[src/rtl/vga_timing_pkg.sv]
// Shared raster timing constants and helpers for the VGA timing generator.
// Holds the XGA and VGA constant sets, the counter width and the sync pin-level helper.
package vga_timing_pkg;

  localparam int CNT_W = 11;

  localparam int XGA_H_ACTIVE = 1024;
  localparam int XGA_H_FP     = 24;
  localparam int XGA_H_SYNC   = 136;
  localparam int XGA_H_BP     = 160;
  localparam int XGA_V_ACTIVE = 768;
  localparam int XGA_V_FP     = 3;
  localparam int XGA_V_SYNC   = 6;
  localparam int XGA_V_BP     = 29;

  localparam int VGA_H_ACTIVE = 640;
  localparam int VGA_H_FP     = 16;
  localparam int VGA_H_SYNC   = 96;
  localparam int VGA_H_BP     = 48;
  localparam int VGA_V_ACTIVE = 480;
  localparam int VGA_V_FP     = 10;
  localparam int VGA_V_SYNC   = 2;
  localparam int VGA_V_BP     = 33;

  // Pin level for a sync pulse: inverted when the pulse is active-low.
  function automatic logic sync_level(input logic asserted, input logic neg);
    return asserted ^ neg;
  endfunction

endpackage

[src/rtl/vga_axis_ctr.sv]
// One raster axis: wrap counter plus active/sync window decode of the post-update count.
// The decode looks at the next count so the parent can register it in the same cycle.
module vga_axis_ctr
  import vga_timing_pkg::*;
#(
  parameter int ACTIVE = XGA_H_ACTIVE,
  parameter int FP     = XGA_H_FP,
  parameter int SYNC   = XGA_H_SYNC,
  parameter int BP     = XGA_H_BP
) (
  input  logic             i_clk,
  input  logic             i_rst_n,
  input  logic             i_inc,
  output logic [CNT_W-1:0] o_cnt_nxt,
  output logic             o_wrap,
  output logic             o_active_nxt,
  output logic             o_sync_nxt
);

  localparam int TOTAL = ACTIVE + FP + SYNC + BP;
  localparam logic [CNT_W-1:0] L_LAST   = CNT_W'(TOTAL - 1);
  localparam logic [CNT_W-1:0] L_ACTIVE = CNT_W'(ACTIVE);
  localparam logic [CNT_W-1:0] L_SYNC_S = CNT_W'(ACTIVE + FP);
  localparam logic [CNT_W-1:0] L_SYNC_E = CNT_W'(ACTIVE + FP + SYNC);

  logic [CNT_W-1:0] r_cnt;
  logic [CNT_W-1:0] w_nxt;

  assign o_wrap = (r_cnt == L_LAST);

  // Next count: hold, increment, or wrap to zero after the last position.
  always_comb begin
    w_nxt = r_cnt;
    if (i_inc) begin
      if (o_wrap) begin
        w_nxt = {CNT_W{1'b0}};
      end else begin
        w_nxt = r_cnt + {{(CNT_W-1){1'b0}}, 1'b1};
      end
    end else begin
      w_nxt = r_cnt;
    end
  end

  // Counter state; reset parks on the last position so the first step lands on zero.
  always_ff @(posedge i_clk) begin
    if (!i_rst_n) begin
      r_cnt <= L_LAST;
    end else begin
      r_cnt <= w_nxt;
    end
  end

  assign o_cnt_nxt    = w_nxt;
  assign o_active_nxt = (w_nxt < L_ACTIVE);
  assign o_sync_nxt   = (w_nxt >= L_SYNC_S) && (w_nxt < L_SYNC_E);

endmodule

[src/rtl/vga_timing_gen.sv]
// Raster timing generator: registered pixel position, active/sync decode and frame_tick.
// Optional feature macro: VGA_TIMING_FRAME_CNT_EN adds the frame_cnt output.
module vga_timing_gen
  import vga_timing_pkg::*;
#(
  parameter int H_ACTIVE = XGA_H_ACTIVE,
  parameter int H_FP     = XGA_H_FP,
  parameter int H_SYNC   = XGA_H_SYNC,
  parameter int H_BP     = XGA_H_BP,
  parameter int V_ACTIVE = XGA_V_ACTIVE,
  parameter int V_FP     = XGA_V_FP,
  parameter int V_SYNC   = XGA_V_SYNC,
  parameter int V_BP     = XGA_V_BP,
  parameter bit SYNC_NEG = 1'b1
) (
  input  logic       clk,
  input  logic       rst_n,
  input  logic       ce,
  output logic [9:0] pix_x,
  output logic [9:0] pix_y,
  output logic       video_active,
  output logic       hsync,
  output logic       vsync,
  output logic       frame_tick
`ifdef VGA_TIMING_FRAME_CNT_EN
  ,
  output logic [9:0] frame_cnt
`endif
);

  if (H_FP <= 0 || H_SYNC <= 0 || H_BP <= 0 || V_FP <= 0 || V_SYNC <= 0 || V_BP <= 0) begin : g_bad_params
    $error("vga_timing_gen: porch and sync widths must all be non-zero");
  end

  logic [CNT_W-1:0] w_h_nxt;
  logic [CNT_W-1:0] w_v_nxt;
  logic             w_h_wrap;
  logic             w_unused_v_wrap;
  logic             w_h_active;
  logic             w_v_active;
  logic             w_h_sync;
  logic             w_v_sync;
  logic             w_v_inc;
  logic             w_frame_start;

  assign w_v_inc = ce & w_h_wrap;

  vga_axis_ctr #(.ACTIVE(H_ACTIVE), .FP(H_FP), .SYNC(H_SYNC), .BP(H_BP)) u_h_ctr (
    .i_clk       (clk),
    .i_rst_n     (rst_n),
    .i_inc       (ce),
    .o_cnt_nxt   (w_h_nxt),
    .o_wrap      (w_h_wrap),
    .o_active_nxt(w_h_active),
    .o_sync_nxt  (w_h_sync)
  );

  vga_axis_ctr #(.ACTIVE(V_ACTIVE), .FP(V_FP), .SYNC(V_SYNC), .BP(V_BP)) u_v_ctr (
    .i_clk       (clk),
    .i_rst_n     (rst_n),
    .i_inc       (w_v_inc),
    .o_cnt_nxt   (w_v_nxt),
    .o_wrap      (w_unused_v_wrap),
    .o_active_nxt(w_v_active),
    .o_sync_nxt  (w_v_sync)
  );

  // h only reaches zero through a wrap, so this marks entry to the first blank line.
  assign w_frame_start = (w_h_nxt == {CNT_W{1'b0}}) && (w_v_nxt == CNT_W'(V_ACTIVE));

  // Output registers: load the post-update decode on ce, otherwise hold with tick cleared.
  always_ff @(posedge clk) begin
    if (!rst_n) begin
      pix_x        <= 10'd0;
      pix_y        <= 10'd0;
      video_active <= 1'b0;
      hsync        <= sync_level(1'b0, SYNC_NEG);
      vsync        <= sync_level(1'b0, SYNC_NEG);
      frame_tick   <= 1'b0;
    end else if (ce) begin
      pix_x        <= w_h_nxt[9:0];
      pix_y        <= w_v_nxt[9:0];
      video_active <= w_h_active & w_v_active;
      hsync        <= sync_level(w_h_sync, SYNC_NEG);
      vsync        <= sync_level(w_v_sync, SYNC_NEG);
      frame_tick   <= w_frame_start;
    end else begin
      frame_tick   <= 1'b0;
    end
  end

`ifdef VGA_TIMING_FRAME_CNT_EN
  // Frame counter advances in the same cycle frame_tick is raised.
  always_ff @(posedge clk) begin
    if (!rst_n) begin
      frame_cnt <= 10'd0;
    end else if (ce && w_frame_start) begin
      frame_cnt <= frame_cnt + 10'd1;
    end else begin
      frame_cnt <= frame_cnt;
    end
  end
`endif

endmodule

[config.mk]
export PLATFORM = sky130hd
export DESIGN_NAME = vga_timing_gen
export DESIGN_NICKNAME = d
export VERILOG_FILES = /design/src/rtl/vga_timing_pkg.sv /design/src/rtl/vga_axis_ctr.sv /design/src/rtl/vga_timing_gen.sv
export SDC_FILE = /design/constraint.sdc
export NUM_CORES = 1
export LEC_CHECK = 0
export ABC_AREA = 1
export CAP_MARGIN = 20
export CORE_MARGIN = 5
export CORE_UTILIZATION = 45
export DETAILED_ROUTE_END_ITERATION = 16
export PLACE_DENSITY = 0.69
export SLEW_MARGIN = 15
export SYNTH_ARGS = -nofsm -noshare
export SYNTH_HDL_FRONTEND = slang
export SYNTH_HIERARCHICAL = 1
export SYNTH_SLANG_ARGS = --single-unit
[constraint.sdc]
create_clock -name clk -period 2.6 [get_ports clk]
set_clock_uncertainty 0.05 [all_clocks]
set_input_delay 0.39 -clock clk [delete_from_list [all_inputs] [get_ports clk]]
set_output_delay 0.39 -clock clk [all_outputs]
set_load 0.02 [all_outputs]
==> results.json <==
{
  "end_kind": "flip-flop",
  "worstSetupStartpointType": "flip-flop",
  "total_power_mw": 1.921,
  "slowest_stage": "dfxtp_1",
  "startpoint": "u_h_ctr/r_cnt[1]",
  "routed_via_density": 4.758,
  "reg2reg_slack_ns": 0.35,
  "cts_buffers": 5,
  "fin_ws_ns": 0.3467,
  "crit_type": "flip-flop to flip-flop",
  "cpPeakStageDelay_ns": 0.37,
  "p_clk_share_pct": 23.2,
  "diodes": 0,
  "critPathArrivalTime_ns": 2.45,
  "io_buffer_count": 26,
  "clock_latency_ns": 0.29,
  "yosys_warnings": 6,
  "crit_fanout": 7,
  "wl_mm": 5.709,
  "antenna_found_initial": 0,
  "post-place-ws_ns": 0.2334,
  "ir_drop_uv": 412.7,
  "cap_violations": 0,
  "pwr_density_cell_nw_per_um2": 646.9,
  "fin_crit_ns": 2.253,
  "cts_tree": "done",
  "clock-sinks": 46,
  "setup_viol": 0,
  "place.gp.congestion": 0.8731,
  "postLayoutCoreUtil_pct": 53.92,
  "netlist_area_um2": 2537,
  "p_leak_nw": 1.543,
  "dieHeight_um": 85.09,
  "core_area_um2": 5507,
  "grt-ovfl-total": 0,
  "cts_root_buf": "clkbuf_8",
  "slew_violations": 0,
  "cp.required_ns": 2.79,
  "rsz0062_at_grt": "false",
  "die_w_um": 85.09,
  "path_clk_slew_ns": 0.08,
  "hold_buffers": 0,
  "pin_count": 27,
  "drc": 0,
  "cp-endpoint": "frame_tick",
  "post_drt_wl_per_cell_um": 11.80,
  "area_growth_pct": 17.01,
  "grt_pass1_vias": 2256,
  "drive_gt1_share_pct": 12.86,
  "cts_buffer_depth": 2,
  "status": "complete, no violations",
  "synth_fp_nets": 384,
  "grt_pass1_wl_mm": 10.19,
  "drtIter0Drc": 146,
  "grt_max_degree": 31,
  "finalCritPeriodShare_pct": 86.66,
  "hpwl_mm": 4.503,
  "syn_area_per_cell_um2": 6.713,
  "worstPathCellList": "ha_1, nand2_1, nor3_1, nand2_1, inv_2, nand2_2, nor2_4, nand2_4, nor2_4, nand2_2, nand2_2, nand2_2, nor2_2, inv_1, nor2_1, nand2_1, nor2_1, nand2_1, nor2_1",
  "row_count": 27,
  "htreeDepth": 2,
  "relSlewSlack_pct": 72.00,
  "vias": 2303,
  "r2r_start": "u_h_ctr/r_cnt[1]",
  "reg2reg_depth": 19,
  "fmax_ghz": 0.4438,
  "power.switching_uw": 694.2,
  "finalHoldViolations": 0,
  "setup_tns_ns": 0,
  "switching_share_pct": 36.14,
  "internal_power_mw": 1.227,
  "crit_cells": 19,
  "synthCells": 378,
  "r2r-end": "frame_tick",
  "tightest_slew_ns": 0.4155,
  "pwr-share-comb_pct": 33.9,
  "nets": 417,
  "path_buf_inv": 2,
  "track_usage_pct": 16.99,
  "power_frac_seq_pct": 42.9,
  "min_path_type": "flip-flop to flip-flop",
  "start_util_pct": 46.08,
  "antenna_left": 0,
  "drt_first_pass_iters": 4,
  "die-area_um2": 7240,
  "critPathTopFamily": "simple AND/OR/NAND/NOR gates"
}
state kept, by name, summed over array words and instances (netlist names):
name	count
vsync	1
hsync	1
pix_x	10
u_v_ctr/r_cnt	11
frame_tick	1
u_h_ctr/r_cnt	11
pix_y	10
video_active	1
tightest hold or removal path, delay by kind of cell (launching register included):
| family | cells | cell delay (ns) |
|---|---|---|
| AND/OR/NAND/NOR | 1 | 0.07 |
| flip-flops | 1 | 0.33 |
| AO/OA/AOI/OAI | 1 | 0.04 |
placed cells by master (no fill, tap or decap), types with 3 or more instances in the layout:
master           count
a21oi_1              7
buf_4                8
clkbuf_8             6
clkdlybuf4s50_1     26
dfxtp_1             46
ha_1                 3
inv_1               56
inv_2                3
nand2_1             82
nand2_2              7
nand2_4              3
nand3_1             17
nand3_2              3
nor2_1              74
nor2_2               8
nor2_4               4
nor3_1               3
o21ai_0             32
o21ai_1              3
metal layers:
layer	wire, um	global-route usage (%)	vias up
li1	-	-	1224
met1	2777	22.96	1010
met2	2531	26.55	60
met3	264	2.621	9
met4	136	7.770	0
met5	0	0	-
cell type report:
| type | count | area (um2) |
|---|---|---|
| clock inverter | 1 | 5.005 |
| sequential | 46 | 920.9 |
| fill | 523 | 2537 |
| tap | 72 | 90.09 |
| timing repair buffer | 34 | 320.3 |
| clock buffer | 7 | 86.33 |
| multi-input combinational | 264 | 1316 |
| inverter | 60 | 230.2 |
how the worst min path moves through the flow:
stage	start	to	slack, ns	cells after the start
5_1_grt	pix_x[1]	pix_x[1]	0.45	2
3_3_place_gp	pix_x[1]	pix_x[1]	0.41	2
4_1_cts	pix_x[1]	pix_x[1]	0.43	2
6_report	pix_x[1]	pix_x[1]	0.42	2
2_1_floorplan	rst_n	u_v_ctr/r_cnt[0]	0.41	1
3_5_place_dp	pix_x[1]	pix_x[1]	0.41	2
power by group through the flow:
stage          clock, mW  combinational (mW)  sequential [mW]
2_1_floorplan          0               0.427            0.872
3_3_place_gp           0               0.646            0.838
3_5_place_dp           0               0.649            0.840
4_1_cts            0.460               0.655            0.825
5_1_grt            0.491               0.739            0.837
6_report           0.446               0.650            0.825
metrics by stage:
stage | instances | hold slack, ns | cell area [um2]
after CTS | 484 | 0.4262 | 2969
after floorplan | 378 | 0.4091 | 2537
final | 484 | 0.4227 | 2969
after detailed placement | 476 | 0.4112 | 2878
after global placement | 476 | 0.4056 | 2878
after global routing | 484 | 0.4529 | 2969
timing repair:
item | 4_1_cts | 5_1_grt
setup endpoints to repair | 0 | 2
resized for setup | 0 | 2
setup buffers | 0 | 0
hold endpoints to repair | 0 | 0
No activity file was read; power rests on OpenSTA's default activity.
